$ cat config.mk
export PLATFORM = sky130hd
export DESIGN_NAME = qspis_top
export DESIGN_NICKNAME = d
export VERILOG_FILES = /design/src/rtl/qspis_pkg.sv /design/src/rtl/qspis_sync.sv /design/src/rtl/qspis_top.sv
export SDC_FILE = /design/constraint.sdc
export NUM_CORES = 1
export LEC_CHECK = 0
export ABC_CLOCK_PERIOD_IN_PS = 3500
export CAP_MARGIN = 20
export CORE_UTILIZATION = 45
export CTS_CLUSTER_DIAMETER = 120
export DETAILED_ROUTE_END_ITERATION = 12
export PLACE_DENSITY_LB_ADDON = 0.1
export SETUP_SLACK_MARGIN = 0.1
export SKIP_CTS_REPAIR_TIMING = 1
export SLEW_MARGIN = 25
export SYNTH_ARGS = -nofsm -noshare
export SYNTH_HDL_FRONTEND = slang
export SYNTH_SLANG_ARGS = --single-unit
$ cat constraint.sdc
create_clock -name sys_clk -period 3.5 [get_ports sys_clk]
set_input_delay 0.7 -clock sys_clk [delete_from_list [all_inputs] [get_ports sys_clk]]
set_output_delay 0.7 -clock sys_clk [all_outputs]
set_load 0.03 [all_outputs]
$ cat src/rtl/qspis_pkg.sv
// Shared types and constants for the quad-SPI slave to Wishbone bridge.
package qspis_pkg;

    localparam int unsigned NIB_W        = 4;
    localparam int unsigned WORD_W       = 32;
    localparam int unsigned BITCNT_W     = 6;
    localparam int unsigned DUMMY_CYCLES = 4;

    localparam logic [7:0] CMD_WR = 8'h02;
    localparam logic [7:0] CMD_RD = 8'h0B;

    localparam logic [BITCNT_W-1:0] NIB_STEP   = BITCNT_W'(NIB_W);
    localparam logic [BITCNT_W-1:0] CMD_LAST   = BITCNT_W'(8 - NIB_W);
    localparam logic [BITCNT_W-1:0] WORD_LAST  = BITCNT_W'(WORD_W - NIB_W);
    localparam logic [BITCNT_W-1:0] DUMMY_LAST = BITCNT_W'((DUMMY_CYCLES - 1) * NIB_W);
    localparam logic [BITCNT_W-1:0] DUMMY_END  = BITCNT_W'(DUMMY_CYCLES * NIB_W);

    typedef enum logic [2:0] {
        ST_IDLE  = 3'd0,
        ST_CMD   = 3'd1,
        ST_ADDR  = 3'd2,
        ST_DUMMY = 3'd3,
        ST_WDATA = 3'd4,
        ST_RDATA = 3'd5,
        ST_WAIT  = 3'd6
    } spi_st_e;

    typedef struct packed {
        logic                we;
        logic [WORD_W-1:0]   adr;
        logic [WORD_W-1:0]   dat;
    } wb_req_t;

    // Wishbone addresses are word aligned
    function automatic logic [WORD_W-1:0] word_align(input logic [WORD_W-1:0] a);
        return {a[WORD_W-1:2], 2'b00};
    endfunction

endpackage

$ cat src/rtl/qspis_sync.sv
// Two-flop synchronizers for the QSPI pins plus registered sclk/ssn edge pulses.
module qspis_sync (
    input  logic       sys_clk,
    input  logic       rst_n,
    input  logic       sclk_i,
    input  logic       ssn_i,
    input  logic [3:0] sdin_i,
    output logic       sclk_rise_o,
    output logic       sclk_fall_o,
    output logic       ssn_fall_o,
    output logic       ssn_rise_o,
    output logic       ssn_act_o,
    output logic [3:0] sdin_o
);

    logic [1:0] sclk_sync_q;
    logic       sclk_prev_q;
    logic [1:0] ssn_sync_q;
    logic       ssn_prev_q;
    logic [3:0] sdin_meta_q;
    logic [3:0] sdin_sync_q;

    // sdin_o lags one cycle so it lines up with the registered edge pulses
    always_ff @(posedge sys_clk or negedge rst_n) begin
        if (!rst_n) begin
            sclk_sync_q <= 2'b00;
            sclk_prev_q <= 1'b0;
            ssn_sync_q  <= 2'b11;
            ssn_prev_q  <= 1'b1;
            sdin_meta_q <= 4'h0;
            sdin_sync_q <= 4'h0;
            sclk_rise_o <= 1'b0;
            sclk_fall_o <= 1'b0;
            ssn_fall_o  <= 1'b0;
            ssn_rise_o  <= 1'b0;
            ssn_act_o   <= 1'b0;
            sdin_o      <= 4'h0;
        end else begin
            sclk_sync_q <= {sclk_sync_q[0], sclk_i};
            sclk_prev_q <= sclk_sync_q[1];
            ssn_sync_q  <= {ssn_sync_q[0], ssn_i};
            ssn_prev_q  <= ssn_sync_q[1];
            sdin_meta_q <= sdin_i;
            sdin_sync_q <= sdin_meta_q;
            sclk_rise_o <= sclk_sync_q[1] & ~sclk_prev_q;
            sclk_fall_o <= ~sclk_sync_q[1] & sclk_prev_q;
            ssn_fall_o  <= ~ssn_sync_q[1] & ssn_prev_q;
            ssn_rise_o  <= ssn_sync_q[1] & ~ssn_prev_q;
            ssn_act_o   <= ~ssn_sync_q[1];
            sdin_o      <= sdin_sync_q;
        end
    end

endmodule

$ cat src/rtl/qspis_top.sv
// Quad-SPI slave (mode 0) bridging command/address/data frames onto a Wishbone master.
module qspis_top
    import qspis_pkg::*;
(
    input  logic        sys_clk,
    input  logic        rst_n,
    input  logic        sclk,
    input  logic        ssn,
    input  logic [3:0]  sdin,
    output logic [3:0]  sdout,
    output logic        sdout_oen,
    output logic [2:0]  spi_if_st,
    output logic        sck_toggle,
    output logic [5:0]  bitcnt,
    output logic        inst_trg,
    output logic        addr_trg,
    output logic        spi_st_trans,
    output logic        spi_trig,
    output logic        wbm_cyc_o,
    output logic        wbm_stb_o,
    output logic [31:0] wbm_adr_o,
    output logic        wbm_we_o,
    output logic [31:0] wbm_dat_o,
    output logic [3:0]  wbm_sel_o,
    input  logic [31:0] wbm_dat_i,
    input  logic        wbm_ack_i,
    input  logic        wbm_err_i
);

    logic       sclk_rise;
    logic       sclk_fall;
    logic       ssn_fall;
    logic       ssn_rise;
    logic       ssn_act;
    logic [3:0] sdin_s;

    qspis_sync u_sync (
        .sys_clk     (sys_clk),
        .rst_n       (rst_n),
        .sclk_i      (sclk),
        .ssn_i       (ssn),
        .sdin_i      (sdin),
        .sclk_rise_o (sclk_rise),
        .sclk_fall_o (sclk_fall),
        .ssn_fall_o  (ssn_fall),
        .ssn_rise_o  (ssn_rise),
        .ssn_act_o   (ssn_act),
        .sdin_o      (sdin_s)
    );

    spi_st_e             state_q;
    logic [BITCNT_W-1:0] bitcnt_q;
    logic [27:0]         rx_q;
    logic [7:0]          cmd_q;
    logic [WORD_W-1:0]   addr_q;
    logic [27:0]         tx_q;
    logic [2:0]          nib_q;
    logic [WORD_W-1:0]   rbuf_q;
    wb_req_t             req_q;
    logic                req_vld_q;
    logic [3:0]          sdout_q;
    logic                sdout_oen_q;
    logic                inst_trg_q;
    logic                addr_trg_q;
    logic                wbm_cyc_q;
    logic [WORD_W-1:0]   wbm_adr_q;
    logic                wbm_we_q;
    logic [WORD_W-1:0]   wbm_dat_q;

    logic [WORD_W-1:0]   rx_next;
    logic                load_c;

    assign rx_next = {rx_q, sdin_s};

    // Shift register reload: end of dummy phase or after the eighth nibble of a word
    assign load_c = sclk_fall && !ssn_rise && !ssn_fall &&
                    (((state_q == ST_DUMMY) && (bitcnt_q == DUMMY_END)) ||
                     ((state_q == ST_RDATA) && (nib_q == 3'd7)));

    always_ff @(posedge sys_clk or negedge rst_n) begin
        if (!rst_n) begin
            state_q     <= ST_IDLE;
            bitcnt_q    <= '0;
            rx_q        <= '0;
            cmd_q       <= '0;
            addr_q      <= '0;
            tx_q        <= '0;
            nib_q       <= '0;
            rbuf_q      <= '0;
            req_q       <= '0;
            req_vld_q   <= 1'b0;
            sdout_q     <= '0;
            sdout_oen_q <= 1'b1;
            inst_trg_q  <= 1'b0;
            addr_trg_q  <= 1'b0;
            wbm_cyc_q   <= 1'b0;
            wbm_adr_q   <= '0;
            wbm_we_q    <= 1'b0;
            wbm_dat_q   <= '0;
        end else begin
            inst_trg_q <= 1'b0;
            addr_trg_q <= 1'b0;

            // Single outstanding Wishbone cycle; a posted request waits for the bus
            if (wbm_cyc_q) begin
                if (wbm_ack_i || wbm_err_i) begin
                    wbm_cyc_q <= 1'b0;
                    if (!wbm_we_q) begin
                        rbuf_q <= wbm_err_i ? 32'hFFFF_FFFF : wbm_dat_i;
                    end
                end
            end else if (req_vld_q) begin
                wbm_cyc_q <= 1'b1;
                wbm_adr_q <= req_q.adr;
                wbm_we_q  <= req_q.we;
                wbm_dat_q <= req_q.dat;
                req_vld_q <= 1'b0;
            end

            if (ssn_rise) begin
                state_q     <= ST_IDLE;
                bitcnt_q    <= '0;
                sdout_q     <= '0;
                sdout_oen_q <= 1'b1;
            end else if (ssn_fall) begin
                state_q     <= ST_CMD;
                bitcnt_q    <= '0;
                sdout_q     <= '0;
                sdout_oen_q <= 1'b1;
            end else begin
                unique case (state_q)
                    ST_IDLE, ST_WAIT: begin
                    end
                    ST_CMD: begin
                        if (sclk_rise) begin
                            rx_q <= rx_next[27:0];
                            if (bitcnt_q == CMD_LAST) begin
                                cmd_q      <= rx_next[7:0];
                                inst_trg_q <= 1'b1;
                                state_q    <= ST_ADDR;
                                bitcnt_q   <= '0;
                            end else begin
                                bitcnt_q <= bitcnt_q + NIB_STEP;
                            end
                        end
                    end
                    ST_ADDR: begin
                        if (sclk_rise) begin
                            rx_q <= rx_next[27:0];
                            if (bitcnt_q == WORD_LAST) begin
                                addr_q     <= word_align(rx_next);
                                addr_trg_q <= 1'b1;
                                bitcnt_q   <= '0;
                                if (!wbm_cyc_q && !req_vld_q) begin
                                    wbm_adr_q <= word_align(rx_next);
                                end
                                if (cmd_q == CMD_WR) begin
                                    state_q <= ST_WDATA;
                                end else if (cmd_q == CMD_RD) begin
                                    state_q    <= ST_DUMMY;
                                    req_q.we   <= 1'b0;
                                    req_q.adr  <= word_align(rx_next);
                                    req_q.dat  <= '0;
                                    req_vld_q  <= 1'b1;
                                end else begin
                                    state_q <= ST_WAIT;
                                end
                            end else begin
                                bitcnt_q <= bitcnt_q + NIB_STEP;
                            end
                        end
                    end
                    ST_DUMMY: begin
                        if (sclk_rise) begin
                            bitcnt_q <= bitcnt_q + NIB_STEP;
                            // Turn the pads around during the high half of the last dummy cycle
                            if (bitcnt_q == DUMMY_LAST) begin
                                sdout_oen_q <= 1'b0;
                            end
                        end else if (load_c) begin
                            state_q  <= ST_RDATA;
                            bitcnt_q <= '0;
                        end
                    end
                    ST_WDATA: begin
                        if (sclk_rise) begin
                            rx_q <= rx_next[27:0];
                            if (bitcnt_q == WORD_LAST) begin
                                req_q.we  <= 1'b1;
                                req_q.adr <= addr_q;
                                req_q.dat <= rx_next;
                                req_vld_q <= 1'b1;
                                addr_q    <= addr_q + 32'd4;
                                bitcnt_q  <= '0;
                            end else begin
                                bitcnt_q <= bitcnt_q + NIB_STEP;
                            end
                        end
                    end
                    ST_RDATA: begin
                        if (sclk_rise) begin
                            bitcnt_q <= (bitcnt_q == WORD_LAST) ? '0 : bitcnt_q + NIB_STEP;
                        end else if (sclk_fall && !load_c) begin
                            sdout_q <= tx_q[27:24];
                            tx_q    <= {tx_q[23:0], 4'h0};
                            nib_q   <= nib_q + 3'd1;
                        end
                    end
                    default: state_q <= ST_IDLE;
                endcase

                // Present the next word and prefetch the one after it
                if (load_c) begin
                    tx_q        <= rbuf_q[27:0];
                    sdout_q     <= rbuf_q[31:28];
                    sdout_oen_q <= 1'b0;
                    nib_q       <= '0;
                    addr_q      <= addr_q + 32'd4;
                    req_q.we    <= 1'b0;
                    req_q.adr   <= addr_q + 32'd4;
                    req_q.dat   <= '0;
                    req_vld_q   <= 1'b1;
                end
            end
        end
    end

    assign sdout        = sdout_q;
    assign sdout_oen    = sdout_oen_q;
    assign spi_if_st    = state_q;
    assign sck_toggle   = sclk_rise;
    assign bitcnt       = bitcnt_q;
    assign inst_trg     = inst_trg_q;
    assign addr_trg     = addr_trg_q;
    assign spi_st_trans = ssn_act;
    assign spi_trig     = ssn_fall;
    assign wbm_cyc_o    = wbm_cyc_q;
    assign wbm_stb_o    = wbm_cyc_q;
    assign wbm_adr_o    = wbm_adr_q;
    assign wbm_we_o     = wbm_we_q;
    assign wbm_dat_o    = wbm_dat_q;
    assign wbm_sel_o    = 4'hF;

endmodule

==> reports/metrics.cfg <==
[worst_setup_path]
max_stage_delay_ps = 810
path_cells = clkdlybuf4s50_1
cp.arrival_ps = 2060
cp-end-kind = primary output
cp_slowest_cell = clkdlybuf4s50_1
cp_max_fo = 18
cp_num_buf_inv = 1
critical_path.top_delay_family = buffers and inverters
criticalPathCategory = reg -> out
start_kind = flop
worstPathRequired_ps = 2800

[routing]
first_pass_iters = 5
vias = 11000
routed_via_density = 5.67
drtIter0Drc = 789
ant_nets = 0
finalWirelength_um = 35900
drc = 0
drt-wirelength-per-cell_um = 18.4

[placed_design]
place.gp.congestion = 0.866
place_ws_ps = 750
dp_hpwl_um = 23600
io_buffers = 125

[floorplan]
die_width_um = 177
die-area_um2 = 31200
rows = 63
die_h_um = 177
start_util_pct = 46.1
io_pins = 132
core_area_um2 = 29800

[timing]
setup_viol = 0
finalCritPeriodShare_pct = 79.0
drv_slew = 0
max_freq_mhz = 362
final-hold-violation-count = 0
min_period_ps = 2760
max-slew-margin-rel_pct = 37.2
rsz0062_at_grt = false
fin_skew_ps = 14.5
worst_slack_ps = 735
fin_tns_setup_ps = 0
worst_slew_pin_slew_ps = 931

[global_routing]
grt_overflow = 0
antenna_found_initial = 0
gr-usage-all-layers_pct = 23.5
grt_pass1_vias = 10700
grt_max_degree = 83
grt_pass1_wl_um = 58400

[clocking]
clk_latency_ps = 520
h-tree-depth = 2
clkTransAtPathRegs_ps = 60
cts.sinks = 297
root_buffer = clkbuf_16
cts_max_path_buffers = 3
numCtsBuffers = 35
cts_tree = done

[run_status]
outcome = finished, final reports clean

[power_and_ir_drop]
ir_drop_v = 0.000327
power.density_nw_per_um2 = 486
cellLeakagePower_nw = 7.36

[synth]
yosys_warnings = 0
syn_area_um2 = 13700
ys.flop_type = dfrtp_1
syn_area_per_cell_um2 = 9.49
syn_inst = 1447
async_flop_share_pct = 100
synth_seq_cells = 297
synth_cell_type_count = 80
yosysSeqAreaShare_pct = 54.2
synth_edf_count = 0

[layout]
mostFrequentLayoutCell = dfrtp_1
nets = 1579
final_layout_size_suffix_gt1_share_pct = 10.0
layout_common_cells = dfrtp_1, nand2_1, nor2_1
syn_to_final_growth_pct = 19.9
diodes = 0

[hold_path]
hold_path_class = in -> async

[run]
maxCapViolCount = 0

==> sequential cells by signal (all words and copies together), names as in the netlist, 8 cells and up <==
register	flops
wbm_adr_o	32
wbm_dat_o	32
addr_q	30
rx_q	28
req_q	64
tx_q	28
rbuf_q	32
cmd_q	8
==> synthesized netlist by cell type, types with 9 or more instances <==
cell       count  area (um^2)
buf_4         13         97.6
inv_1         14         52.6
buf_2         32          160
o32ai_1       22          193
mux2i_1       17          170
nor3_1        38          190
and3_1        16          100
o21ai_0       75          375
nand2_1      269         1010
o211ai_1       9         67.6
nand3_1       65          325
o2bb2ai_1      9         78.8
clkbuf_1      56          210
o22ai_1       14         87.6
a211oi_1       9         67.6
buf_1         13         48.8
a22oi_1       11         82.6
a31oi_1       47          294
o2bb2a_1       9         90.1
a21oi_1       67          335
mux2_2        28          315
nor2_1       165          619
dfrtp_1      293         7330
==> layer usage <==
layer | GRT usage (%) | wire [um] | part of all wire (%) | vias up
met4 | 8.26 | 1050 | 2.9 | 0
met5 | 0 | 0 | 0 | -
li1 | - | - | - | 5288
met2 | 36.9 | 16400 | 46 | 291
met3 | 3.80 | 1710 | 4.8 | 69
met1 | 32.9 | 16700 | 47 | 5381
==> worst paths after layout <==
path / startpoint / endpoint / slack, ps / depth (start not counted)
hold reg to reg: u_sync.sdin_meta_q[3] / u_sync.sdin_sync_q[3] / 340 / 0
hold / removal: rst_n / wbm_dat_o[29] / 160 / 1
setup reg to reg: spi_if_st[2] / req_q[56] / 780 / 5
min in group sys_clk: u_sync.sdin_meta_q[3] / u_sync.sdin_sync_q[3] / 340 / 0
setup / recovery: spi_if_st[0] / spi_if_st[0] / 740 / 1
max in group asynchronous: rst_n / tx_q[17] / 2390 / 2
==> where the power goes <==
group	total [W]	switching, W	leakage, nW	internal (W)
Combinational	0.000441	0.000216	2.81	0.000225
Sequential	0.00385	0.000259	3.97	0.00359
Clock	0.00372	0.00144	0.588	0.00227
Total	0.00801	0.00192	7.36	0.00609
==> area by class of cell <==
cell class,count,area [um^2]
clock inverter,12,150
clock buffer,49,1030
timing repair buffer,159,1550
fill,2706,13300
sequential,297,7440
tap,390,488
inverter,14,52.6
multi-input combinational,1024,5760
==> per-stage QoR <==
| step | total power (W) | hold WS [ps] | instances | area, um^2 | utilization (%) |
|---|---|---|---|---|---|
| after CTS | 0.00807 | 194 | 1945 | 16500 | 55.3 |
| after global routing | 0.00828 | 213 | 1945 | 16500 | 55.3 |
| final | 0.00801 | 155 | 1945 | 16500 | 55.3 |
| after global placement | 0.00434 | 334 | 1884 | 15300 | 51.3 |
| after detailed placement | 0.00435 | 335 | 1884 | 15300 | 51.3 |
| after floorplan | 0.00406 | 331 | 1451 | 13700 | - |
==> kinds of logic (layout without fill, tap and decap cells) <==
| family | after synthesis | in the layout | synth area share, % |
|---|---|---|---|
| and+or+nand+nor | 629 | 629 | 21.0 |
| muxes | 45 | 45 | 3.53 |
| adders and majority gates | 6 | 6 | 0.547 |
| xor gates and xnor gates | 12 | 12 | 0.765 |
| DFF | 297 | 297 | 54.2 |
| AOI/OAI and AO/OA | 326 | 326 | 15.6 |
| buffers and inverters | 130 | 234 | 4.31 |
| other | 2 | 6 | 0.0547 |
No activity file was read; power rests on OpenSTA's default activity.
